===== config.mk =====
export PLATFORM = sky130hd
export DESIGN_NAME = pwrbtn_press_ctrl
export DESIGN_NICKNAME = d
export VERILOG_FILES = /design/src/rtl/pwrbtn_press_ctrl.sv
export SDC_FILE = /design/constraint.sdc
export NUM_CORES = 1
export LEC_CHECK = 0
export BUFFER_PORTS_ARGS = -buffer_cell sky130_fd_sc_hd__buf_2
export CAP_MARGIN = 30
export CORE_ASPECT_RATIO = 0.7
export CORE_MARGIN = 3
export CORE_UTILIZATION = 30
export CTS_BUF_LIST = sky130_fd_sc_hd__clkbuf_16
export DETAILED_ROUTE_END_ITERATION = 8
export PLACE_DENSITY_LB_ADDON = 0.1
export SLEW_MARGIN = 20
export SYNTH_ARGS = -nofsm -noshare
export SYNTH_HDL_FRONTEND = slang
export SYNTH_SLANG_ARGS = --single-unit

===== constraint.sdc =====
create_clock -name clk -period 5.3 [get_ports clk]
set_clock_uncertainty 0.05 [all_clocks]
set_input_delay 0.53 -clock clk [delete_from_list [all_inputs] [get_ports clk]]
set_output_delay 0.53 -clock clk [all_outputs]
set_load 0.1 [all_outputs]

===== src/rtl/pwrbtn_press_ctrl.sv =====
// rtl/pwrbtn_press_ctrl.sv - power button short/long press classifier
//
// Classifies a debounced, active-low power button into short and long presses
// timed in milliseconds, and owns the edge_clear handshake of the upstream
// edge synchronizer so each press/release edge is serviced exactly once.
//
// Ports:
//   clk           system clock
//   reset_n       asynchronous active-low reset
//   t30p5us       one-clk strobe that also steps the upstream synchronizer
//   t1ms          one-clk 1 ms timebase strobe
//   enable        classification enable; low aborts a press in progress
//   btn_level     synchronized button level (0 = pressed)
//   btn_fall      sticky press-edge flag from upstream
//   btn_rise      sticky release-edge flag from upstream
//   edge_clear    clears both upstream flags on a t30p5us cycle
//   short_press   one-clk pulse on release of a valid short press
//   long_press    one-clk pulse when the hold reaches LONG_MS
//   press_active  high while a press is being timed
//   hold_ms       measured hold time, saturating at LONG_MS, held after release

module pwrbtn_press_ctrl #(
    parameter logic [15:0] SHORT_MIN_MS = 16'd50,
    parameter logic [15:0] LONG_MS      = 16'd4000
) (
    input  logic        clk,
    input  logic        reset_n,
    input  logic        t30p5us,
    input  logic        t1ms,
    input  logic        enable,
    input  logic        btn_level,
    input  logic        btn_fall,
    input  logic        btn_rise,
    output logic        edge_clear,
    output logic        short_press,
    output logic        long_press,
    output logic        press_active,
    output logic [15:0] hold_ms
);

    typedef enum logic [2:0] {
        S_IDLE      = 3'd0,
        S_PRESS_CLR = 3'd1,
        S_PRESSED   = 3'd2,
        S_LONG_HELD = 3'd3,
        S_REL_CLR   = 3'd4
    } state_t;

    state_t      state;
    state_t      state_nxt;
    logic [15:0] hold_nxt;
    logic [15:0] hold_inc;
    logic        lvl_seen;
    logic        lvl_seen_nxt;
    logic        lvl_release;
    logic        short_nxt;
    logic        long_nxt;
    logic        edge_clear_nxt;
    logic        press_active_nxt;

    // Saturating increment: the hold counter stops at LONG_MS and never wraps.
    assign hold_inc = (hold_ms >= LONG_MS) ? LONG_MS : hold_ms + 16'd1;

    // Level sanity check: the button reading released (with no rise flag)
    // on two consecutive 1 ms ticks counts as a release. lvl_seen records
    // the first such tick; this is the second.
    assign lvl_release = t1ms && btn_level && !btn_rise && lvl_seen;

    always_comb begin
        state_nxt    = state;
        hold_nxt     = hold_ms;
        lvl_seen_nxt = 1'b0;
        short_nxt    = 1'b0;
        long_nxt     = 1'b0;

        case (state)
            S_IDLE: begin
                // A rise flag in IDLE is either stray or arrived together with
                // the fall; neither is a trustworthy press, so just discard.
                if (btn_rise) begin
                    state_nxt = S_REL_CLR;
                end else if (btn_fall) begin
                    if (enable) begin
                        state_nxt = S_PRESS_CLR;
                        hold_nxt  = 16'd0;
                    end else begin
                        state_nxt = S_REL_CLR;
                    end
                end
            end

            S_PRESS_CLR: begin
                if (!enable) begin
                    state_nxt = S_REL_CLR;
                end else begin
                    if (t1ms) begin
                        hold_nxt = hold_inc;
                    end
                    if (t30p5us) begin
                        state_nxt = S_PRESSED;
                    end
                end
            end

            S_PRESSED: begin
                if (!enable) begin
                    state_nxt = S_REL_CLR;
                end else begin
                    if (btn_level && !btn_rise) begin
                        lvl_seen_nxt = lvl_seen | t1ms;
                    end
                    if (t1ms) begin
                        hold_nxt = hold_inc;
                    end
                    // Reaching LONG_MS wins over a same-cycle release; the
                    // release flag stays set and is picked up in LONG_HELD.
                    if (t1ms && (hold_inc >= LONG_MS)) begin
                        long_nxt  = 1'b1;
                        state_nxt = S_LONG_HELD;
                    end else if (btn_rise) begin
                        short_nxt = (hold_nxt >= SHORT_MIN_MS);
                        state_nxt = S_REL_CLR;
                    end else if (lvl_release) begin
                        state_nxt = S_REL_CLR;
                    end
                end
            end

            S_LONG_HELD: begin
                if (btn_level && !btn_rise) begin
                    lvl_seen_nxt = lvl_seen | t1ms;
                end
                if (!enable || btn_rise || lvl_release) begin
                    state_nxt = S_REL_CLR;
                end
            end

            S_REL_CLR: begin
                if (t30p5us) begin
                    state_nxt = S_IDLE;
                end
            end

            default: begin
                state_nxt = S_IDLE;
            end
        endcase

        // Registered outputs follow the next state so edge_clear is high for
        // every cycle spent in a clear state, including the strobe cycle.
        edge_clear_nxt   = (state_nxt == S_PRESS_CLR) || (state_nxt == S_REL_CLR);
        press_active_nxt = (state_nxt == S_PRESS_CLR) || (state_nxt == S_PRESSED) ||
                           (state_nxt == S_LONG_HELD);
    end

    always_ff @(posedge clk or negedge reset_n) begin
        if (!reset_n) begin
            state        <= S_IDLE;
            hold_ms      <= 16'd0;
            lvl_seen     <= 1'b0;
            edge_clear   <= 1'b0;
            short_press  <= 1'b0;
            long_press   <= 1'b0;
            press_active <= 1'b0;
        end else begin
            state        <= state_nxt;
            hold_ms      <= hold_nxt;
            lvl_seen     <= lvl_seen_nxt;
            edge_clear   <= edge_clear_nxt;
            short_press  <= short_nxt;
            long_press   <= long_nxt;
            press_active <= press_active_nxt;
        end
    end

endmodule


-- Word-level counts from Yosys, hierarchy flattened
Cells that the tools add are included.
- register bits: 24
- word-level logic and storage cells: 71
- add/subtract/negate cells: 1
- magnitude comparators: 3
- equal/unequal tests: 13
- muxes and demuxes: 31
- bitwise logic cells: 1
- reductions and logical operators: 15
- operator list (operator ; number):
    two-way mux 16 bit ; 8
    case mux 16 bit (3 select lines) ; 1
    two-way mux 3 bit ; 11
    greater-or-equal comparator 16 x 12 -> 1 bit (second input constant) ; 2
    adder 16 x 1 -> 16 bit (second input constant) ; 1
    greater-or-equal comparator 16 x 6 -> 1 bit (second input constant) ; 1
    case mux 3 bit (5 select lines) ; 1
    equality test 3 x 2 -> 1 bit (second input constant) ; 4
    != test 2 bit (second input constant) ; 5
    two-way mux 1 bit ; 9
    equality test 3 x 1 -> 1 bit (second input constant) ; 2
    equality test 3 bit (second input constant) ; 2
    AND reduction 6 bit ; 1
    logical AND 1 bit ; 5
    logical OR 1 bit ; 5
    zero test 3 bit ; 1
    nonzero test 3 bit ; 1
    zero test 1 bit ; 2
    case mux 1 bit (2 select lines) ; 1
    bitwise OR 1 bit ; 1

-- Longest topological paths before layout
Gate-level depths: netlist (run 1).
- depth in word-level cells: 11
- depth in mapped cells: 7

-- Worst setup path after synthesis (run 1)
Ideal clock, no wire load.
- path type: register -> register
- from: reg hold_ms[1]
- to: reg short_press
- setup time: 0.099 ns
- arrival: 2.427 ns
- data required time: 5.151 ns
- path slack: 2.723 ns
- cell stages (with the launch flop): 8
- buffers on the path: 1
- clock period less this slack: 2.577 ns
- cell sequence: dfrtp_1 > ha_1 > buf_2 > nand3_1 > nor3_1 > mux2i_1 > o21ai_0 > a311oi_1
- cells in the longest elaborated chain, start to end: 10
- ends and longest elaborated chain (item ; line ; text):
    start: declaration ; 38 ; output logic [15:0] hold_ms
    start signal: assignment ; 167 ; hold_ms <= hold_nxt;
    adder 16 x 1 -> 16 bit or greater-or-equal comparator 16 x 12 -> 1 bit (tied branches) ; 62 ; assign hold_inc = (hold_ms >= LONG_MS) ? LONG_MS : hold_ms + 16'd1;
    two-way mux 16 bit ; 62 ;
    two-way mux 16 bit (2 in series) ; -- ;
    two-way mux 16 bit ; 76 ; case (state)
    greater-or-equal comparator 16 x 6 -> 1 bit ; 121 ; short_nxt = (hold_nxt >= SHORT_MIN_MS);
    two-way mux 1 bit ; 120 ; end else if (btn_rise) begin
    two-way mux 1 bit * ; 117 ; if (t1ms && (hold_inc >= LONG_MS)) begin
    two-way mux 1 bit * ; 106 ; if (!enable) begin
    two-way mux 1 bit * ; 76 ;
    named net short_nxt ; 56 ; logic short_nxt;
    end signal: assignment ; 170 ; short_press <= short_nxt;
    end: declaration ; 35 ; output logic short_press,
The timed path passes the listed nets; every way through them passes the cells marked *. The select of a mux whose other input is x is not followed.
A chain may end at the register's enable or synchronous reset.

-- Final worst setup path (run 1)
Ends and elaborated chain as after synthesis.

==> results of run 1 <==
==> cells by family after synthesis <==
logic type,after synthesis,share of synthesized area
compound gates,71,0.2657
xor+xnor,3,0.01480
fa+ha+maj,2,0.01409
buf+inv,24,0.05990
flops,24,0.3383
mux,2,0.01198
simple gates,93,0.2953
==> sequential cells by signal (all words and copies together) (netlist names) <==
name          count
edge_clear        1
long_press        1
state             3
lvl_seen          1
hold_ms          16
press_active      1
short_press       1
==> Yosys cell counts (5+ instances only) <==
| master | count |
|---|---|
| sky130_fd_sc_hd__nor2_1 | 16 |
| sky130_fd_sc_hd__nand4_1 | 8 |
| sky130_fd_sc_hd__or3_1 | 5 |
| sky130_fd_sc_hd__nand3_1 | 9 |
| sky130_fd_sc_hd__inv_1 | 7 |
| sky130_fd_sc_hd__nor3_1 | 6 |
| sky130_fd_sc_hd__a21oi_1 | 10 |
| sky130_fd_sc_hd__o21ai_0 | 18 |
| sky130_fd_sc_hd__nand2_1 | 13 |
| sky130_fd_sc_hd__buf_2 | 13 |
| sky130_fd_sc_hd__o21ai_1 | 7 |
| sky130_fd_sc_hd__dfrtp_1 | 24 |
| sky130_fd_sc_hd__and2_1 | 5 |
==> power by group <==
part | internal (mW) | total, mW | switching [mW]
clock | 0.150 | 0.216 | 0.0654
combinational | 0.0307 | 0.134 | 0.103
sequential | 0.194 | 0.218 | 0.0237
total | 0.375 | 0.567 | 0.192
==> cell usage in the layout, fill, tap and decap left out, types with 4 or more instances in the layout <==
cell	netlist	layout
sky130_fd_sc_hd__buf_2	13	27
sky130_fd_sc_hd__dfrtp_1	24	24
sky130_fd_sc_hd__o21ai_0	18	18
sky130_fd_sc_hd__nor2_1	16	16
sky130_fd_sc_hd__nand2_1	13	13
sky130_fd_sc_hd__a21oi_1	10	10
sky130_fd_sc_hd__nand3_1	9	9
sky130_fd_sc_hd__nand4_1	8	8
sky130_fd_sc_hd__inv_1	7	7
sky130_fd_sc_hd__o21ai_1	7	7
sky130_fd_sc_hd__nor3_1	6	6
sky130_fd_sc_hd__or3_1	5	5
sky130_fd_sc_hd__and2_1	5	5
sky130_fd_sc_hd__and3_1	4	4
sky130_fd_sc_hd__nand2b_1	4	4
sky130_fd_sc_hd__or4_1	4	4
sky130_fd_sc_hd__and4_1	4	4
sky130_fd_sc_hd__a211oi_1	4	4
sky130_fd_sc_hd__nor4_1	4	4
==> cell type report <==
| type | count | area (um2) | area share |
|---|---|---|---|
| timing repair buffer | 27 | 135.1 | 0.06671 |
| clock buffer | 3 | 75.07 | 0.03706 |
| sequential | 24 | 600.6 | 0.2965 |
| inverter | 7 | 26.28 | 0.01297 |
| clock inverter | 1 | 30.03 | 0.01482 |
| tap | 72 | 90.09 | 0.04447 |
| multi-input combinational | 171 | 1069 | 0.5275 |
==> through the flow <==
step	hold slack, ps	instance area [um2]
final	207.5	2026
after global routing	255.2	2026
after CTS	223.2	2026
after detailed placement	474.7	1921
after global placement	468.5	1921
after floorplan	184.4	1775
==> worst paths after layout <==
check / startpoint / end / slack [ps]
max: hold_ms[1] / short_press / 2830
min: reset_n / hold_ms[8] / 210
max reg2reg: hold_ms[1] / short_press / 2830
min reg2reg: hold_ms[15] / hold_ms[15] / 490
max in group asynchronous: reset_n / hold_ms[12] / 4620
min in group clk: btn_level / lvl_seen / 460
==> worst max-delay path: stages, from the launching register on <==
cell and delay [ps]:
sky130_fd_sc_hd__dfrtp_1 570, sky130_fd_sc_hd__ha_1 470, sky130_fd_sc_hd__nand3_1 250, sky130_fd_sc_hd__nor3_1 300, sky130_fd_sc_hd__mux2i_1 300, sky130_fd_sc_hd__o21ai_0 130
sky130_fd_sc_hd__a311oi_1 290
==> metal layers <==
layer  part of all wire  up-vias
met5                  0        -
met4              0.014        0
met3              0.075        9
met2               0.38       85
met1               0.54      842
li1                   -      870
==> impl_metrics.ini, run 1 <==
[sta]
grt_setup_unrepaired = no
max_freq_mhz = 405.6
setup-tns-final_ps = 0
setup_viol = 0
max_slew_margin = 0.4840
post-route-min-period_ps = 2466
final-hold-violation-count = 0
max_slew.worst_pin.slew_ps = 766.9
slew_viol_final = 0
final_min_period_over_clock_period = 0.4652
final.setup.worst_slack_ps = 2834

[run]
cap_violations = 0

[placement]
placedCellCount = 301
io_buffers = 27
post-place-ws_ps = 2924
gp_congestion = 0.8577
dp_hpwl_mm = 4.015

[finish]
fillCellCount = 580
final_core_util = 0.3698
synthToLayoutAreaGrowth_pct = 14.09
n_antenna_cell = 0
nets = 244
share_of_layout_cells_above_drive_strength_1 = 0.1674
post_layout_instance_count_excluding_filler_cells = 305

[power]
max-vdd-ir-drop_mv = 0.1240
power_mw = 0.5674
power_density_mw_per_mm2 = 280.1
p_leak_nw = 0.8188

[clock_tree]
tritoncts = done
ctsHtreeMaxLevel = 1
cts.path.max_buffers = 2
worst_setup_hold_path_clk_slew_ps = 60
ctsRootBufferMaster = sky130_fd_sc_hd__clkbuf_16
tritoncts.num_buffers = 3
setup_fix_buffers_added_after_clock_tree_synthesis = 0
post_cts_resize_count = 0
cts.sinks = 24
insertion_delay_ps = 260
holdBufCountCts = 0

[route]
wire_per_inst_um = 18.08
drt_iter0_markers = 170
route.final.wire_length_mm = 5.515
ant_nets = 0
detailroute.via_count = 1806
total_drc_errors_in_the_routed_layout = 0
drt-vias-per-instance = 5.921
drt_pre_antenna_iters = 4

[worst_setup_path]
critical_path.startpoint_type = flop
worst_ep_arrival_time_ps = 2570
worstSetupPathType = reg -> reg
setup.worst_path.end_class = flop
worstPathRequired_ps = 5400
critical_path_peak_fanout = 13
reg2regPathDepth = 6

[yosys]
synth-async-reset-ratio = 1.000
synth-edff-count = 0
synth.largest_area_cell = sky130_fd_sc_hd__dfrtp_1
yosys_register_bits = 24
yosys_most_used_dff = sky130_fd_sc_hd__dfrtp_1
netlist-cell-type-count = 53
syn_inst = 219
seq_area_frac_synth = 0.3383
netlist_area_mm2 = 0.001775
area_fraction_of_the_dominant_cell_type_after_synthesis = 0.3383
postSynthAreaPerCell_um2 = 8.107
synth.top_cells.by_area = sky130_fd_sc_hd__dfrtp_1 34%, sky130_fd_sc_hd__o21ai_0 5.1%, sky130_fd_sc_hd__buf_2 3.7%, sky130_fd_sc_hd__nor2_1 3.4%, sky130_fd_sc_hd__a21oi_1 2.8%
synth_fp_nets = 229
synth-warning-count = 0

[floorplan]
std_cell_rows = 22
die-width_um = 97.95
die_height_um = 70.37
floorplan.io_pins = 28
fp.coreArea_mm2 = 0.005478
start_util = 0.3241
die_area_mm2 = 0.006892

[global_route]
grt_pass1_vias = 1573
grt_antenna_before_repair = 0
top_usage_layer = met1
groute.layer.met3.usage = 0.03593
grt_use_met2 = 0.1916
pin_count_of_the_biggest_net_entering_global_routing = 25
grt_overflow = 0
grt_usage = 0.1613
grt_first_pass_wirelength_mm = 8.894
met1_usage = 0.2716

[outcome]
status = finished, final reports clean

[min_path]
min-delay-path-class = in -> async
(Power assumes the default switching activity.)
==> inputs of run 2 (changes only) <==
==> constraint.sdc (replaced) <==
create_clock -name clk -period 2.56 [get_ports clk]
set_clock_uncertainty 0.05 [all_clocks]
set_input_delay 0.256 -clock clk [delete_from_list [all_inputs] [get_ports clk]]
set_output_delay 0.256 -clock clk [all_outputs]
set_load 0.1 [all_outputs]
==> run 2 against run 1 <==
  * Critical path depth did not move
  * Final area rose by 1.5%
  * Combinational power rose by 120%
  * Sequential power rose by 100%
  * Setup slack got worse by 2600 ps
  * Total power rose by 89%
  * First-iteration DRC count rose by 61%
  * Non-clock buffer count rose by 7
  * Register-to-register slack got worse by 2600 ps
  * Clock-buffer cell count did not move
  * Via count fell by 2.2%
  * Largest power group unchanged
  * Highest routed layer unchanged
==> impl_metrics.ini, run 2 (synthesis gave the netlist of run 1 again) <==
[finish]
share_of_layout_cells_above_drive_strength_1 = 0.1875
max_reg_flops = 16
fillCellCount = 576
nets = 251
post_layout_instance_count_excluding_filler_cells = 312
n_antenna_cell = 0
final_cell_mix = 27 x sky130_fd_sc_hd__buf_2, 23 x sky130_fd_sc_hd__dfrtp_1, 18 x sky130_fd_sc_hd__o21ai_0, 16 x sky130_fd_sc_hd__nor2_1, 13 x sky130_fd_sc_hd__nand2_1
biggestRegsByFlops = hold_ms x16, state x3
register_with_the_highest_flop_count = hold_ms
synthToLayoutAreaGrowth_pct = 15.79
layout.cells.most_common = sky130_fd_sc_hd__buf_2

[power]
max-vdd-ir-drop_mv = 0.2432
p_leak_nw = 0.8407
power_density_mw_per_mm2 = 522.3

[sta]
setup-tns-final_ps = 0
max_slew.worst_pin.slew_ps = 544.9
post-route-min-period_ps = 2364
max_freq_mhz = 423.1
final_min_period_over_clock_period = 0.9233
grt_setup_unrepaired = no
final-hold-violation-count = 0
max_slew_margin = 0.6367
setup_viol = 0
slew_viol_final = 0
hold-worst-slack_ps = 179.9

[route]
drt-vias-per-instance = 5.663
wire_per_inst_um = 16.75
ant_nets = 0
detailroute.via_count = 1767
total_drc_errors_in_the_routed_layout = 0
drt_iter0_markers = 274
drt_pre_antenna_iters = 5
route.final.wire_length_mm = 5.227

[min_path]
whs_endpoint = lvl_seen
hold_path.startpoint = btn_level
min-delay-path-class = in -> reg
timing.hold.worst_path_depth = 3

[worst_setup_path]
worstSetupPathType = reg -> reg
critical_path.startpoint_type = flop
setup.worst_path.end_class = flop
worst_ep_arrival_time_ps = 2470
reg2reg_to = short_press
critical-path-top-delay-family = simple AND/OR/NAND/NOR gates
regToRegSetupSlack_ps = 200
max_stage_delay_ps = 480
start_of_the_worst_register_to_register_path = hold_ms[1]
crit_slowest_cell = sky130_fd_sc_hd__dfrtp_2
path_cells = ha_1, nand3_1, nor3_1, mux2i_1, o21ai_0, a311oi_1
critical_path_peak_fanout = 13
reg2regPathDepth = 6
crit_buf_inv = 0
worstPathRequired_ps = 2670

[floorplan]
die_height_um = 70.37
start_util = 0.3241
die-width_um = 97.95
die_area_mm2 = 0.006892
floorplan.io_pins = 28
fp.coreArea_mm2 = 0.005478
std_cell_rows = 22

[clock_tree]
ctsHtreeMaxLevel = 1
ctsRootBufferMaster = sky130_fd_sc_hd__clkbuf_16
tritoncts = done
insertion_delay_ps = 260
tritoncts.num_buffers = 3
setup_fix_buffers_added_after_clock_tree_synthesis = 0
cts.sinks = 24
post_cts_resize_count = 0
cts.path.max_buffers = 2
worst_setup_hold_path_clk_slew_ps = 60

[outcome]
status = finished, final reports clean

[placement]
dp_hpwl_mm = 3.883
placedCellCount = 307
io_buffers = 27
gp_congestion = 0.9047

[global_route]
grt_usage = 0.1531
grt_pass1_vias = 1523
pin_count_of_the_biggest_net_entering_global_routing = 25
grt_first_pass_wirelength_mm = 8.431
grt_overflow = 0
grt_antenna_before_repair = 0

[run]
cap_violations = 0
-- run 2: cell count changes in the layout (fill, tap and decap cells not counted) --
cell,delta
sky130_fd_sc_hd__dlygate4sd3_1,+1
sky130_fd_sc_hd__bufinv_16,-1
sky130_fd_sc_hd__buf_4,+6
sky130_fd_sc_hd__clkinv_1,+1
sky130_fd_sc_hd__dfrtp_1,-1
sky130_fd_sc_hd__dfrtp_2,+1
-- run 2: worst register-to-register path: cells and delay by family (launching register included) --
kind                       cells  cell delay (ps)
AOI/OAI and AO/OA              2              420
muxes                          1              330
adders and majority gates      1              440
and+or+nand+nor                2              540
DFF                            1              480
-- run 2: timing repair --
item / CTS / global route
setup endpoints to repair: 0 / 0
hold endpoints to repair: 24 / 0
hold buffers: 1 / 0
-- run 2: area by class of cell --
type / instances / area (um2) / share of cell area
Multi-Input combinational cell: 171 / 1069 / 0.5198
Sequential cell: 24 / 601.8 / 0.2928
Timing Repair Buffer: 34 / 190.2 / 0.09251
Tap cell: 72 / 90.09 / 0.04382
Clock buffer: 3 / 75.07 / 0.03652
Inverter: 7 / 26.28 / 0.01278
Clock inverter: 1 / 3.754 / 0.001826
-- run 2: where the power goes --
| group | internal [mW] | leakage [nW] | switching (mW) | total (mW) |
|---|---|---|---|---|
| clock network | 0.209 | 0.0385 | 0.131 | 0.340 |
| registers | 0.402 | 0.327 | 0.0347 | 0.437 |
| logic | 0.0719 | 0.476 | 0.224 | 0.296 |
-- run 2: worst max-delay path by stage --
stage	from	endpoint	cells after the start
after floorplan	hold_ms[0]	short_press	7
after global placement	hold_ms[13]	short_press	5
after detailed placement	hold_ms[1]	short_press	6
after CTS	hold_ms[1]	short_press	6
after global routing	hold_ms[1]	short_press	6
final	hold_ms[1]	short_press	6
-- run 2: metrics by stage --
stage,total power [mW],cell area (um2),setup WS (ps),util
final,1.074,2056,196.5,0.3753
after global routing,1.130,2056,25.48,0.3753
after CTS,1.086,2056,235.6,0.3753
after detailed placement,0.7392,1967,260.0,0.3591
after global placement,0.7458,1967,326.9,0.3591
after floorplan,0.6614,1777,4.129,-
-- run 2: routing by layer --
metal  track usage  vias to the layer above  wire length, um  part of all wire
met2        0.1848                       70             1993              0.38
met4       0.02765                        0               47            0.0090
met3       0.04291                        4              457             0.087
met1        0.2565                      814             2728              0.52
met5             0                        -                0                 0
li1              -                      879                -                 -
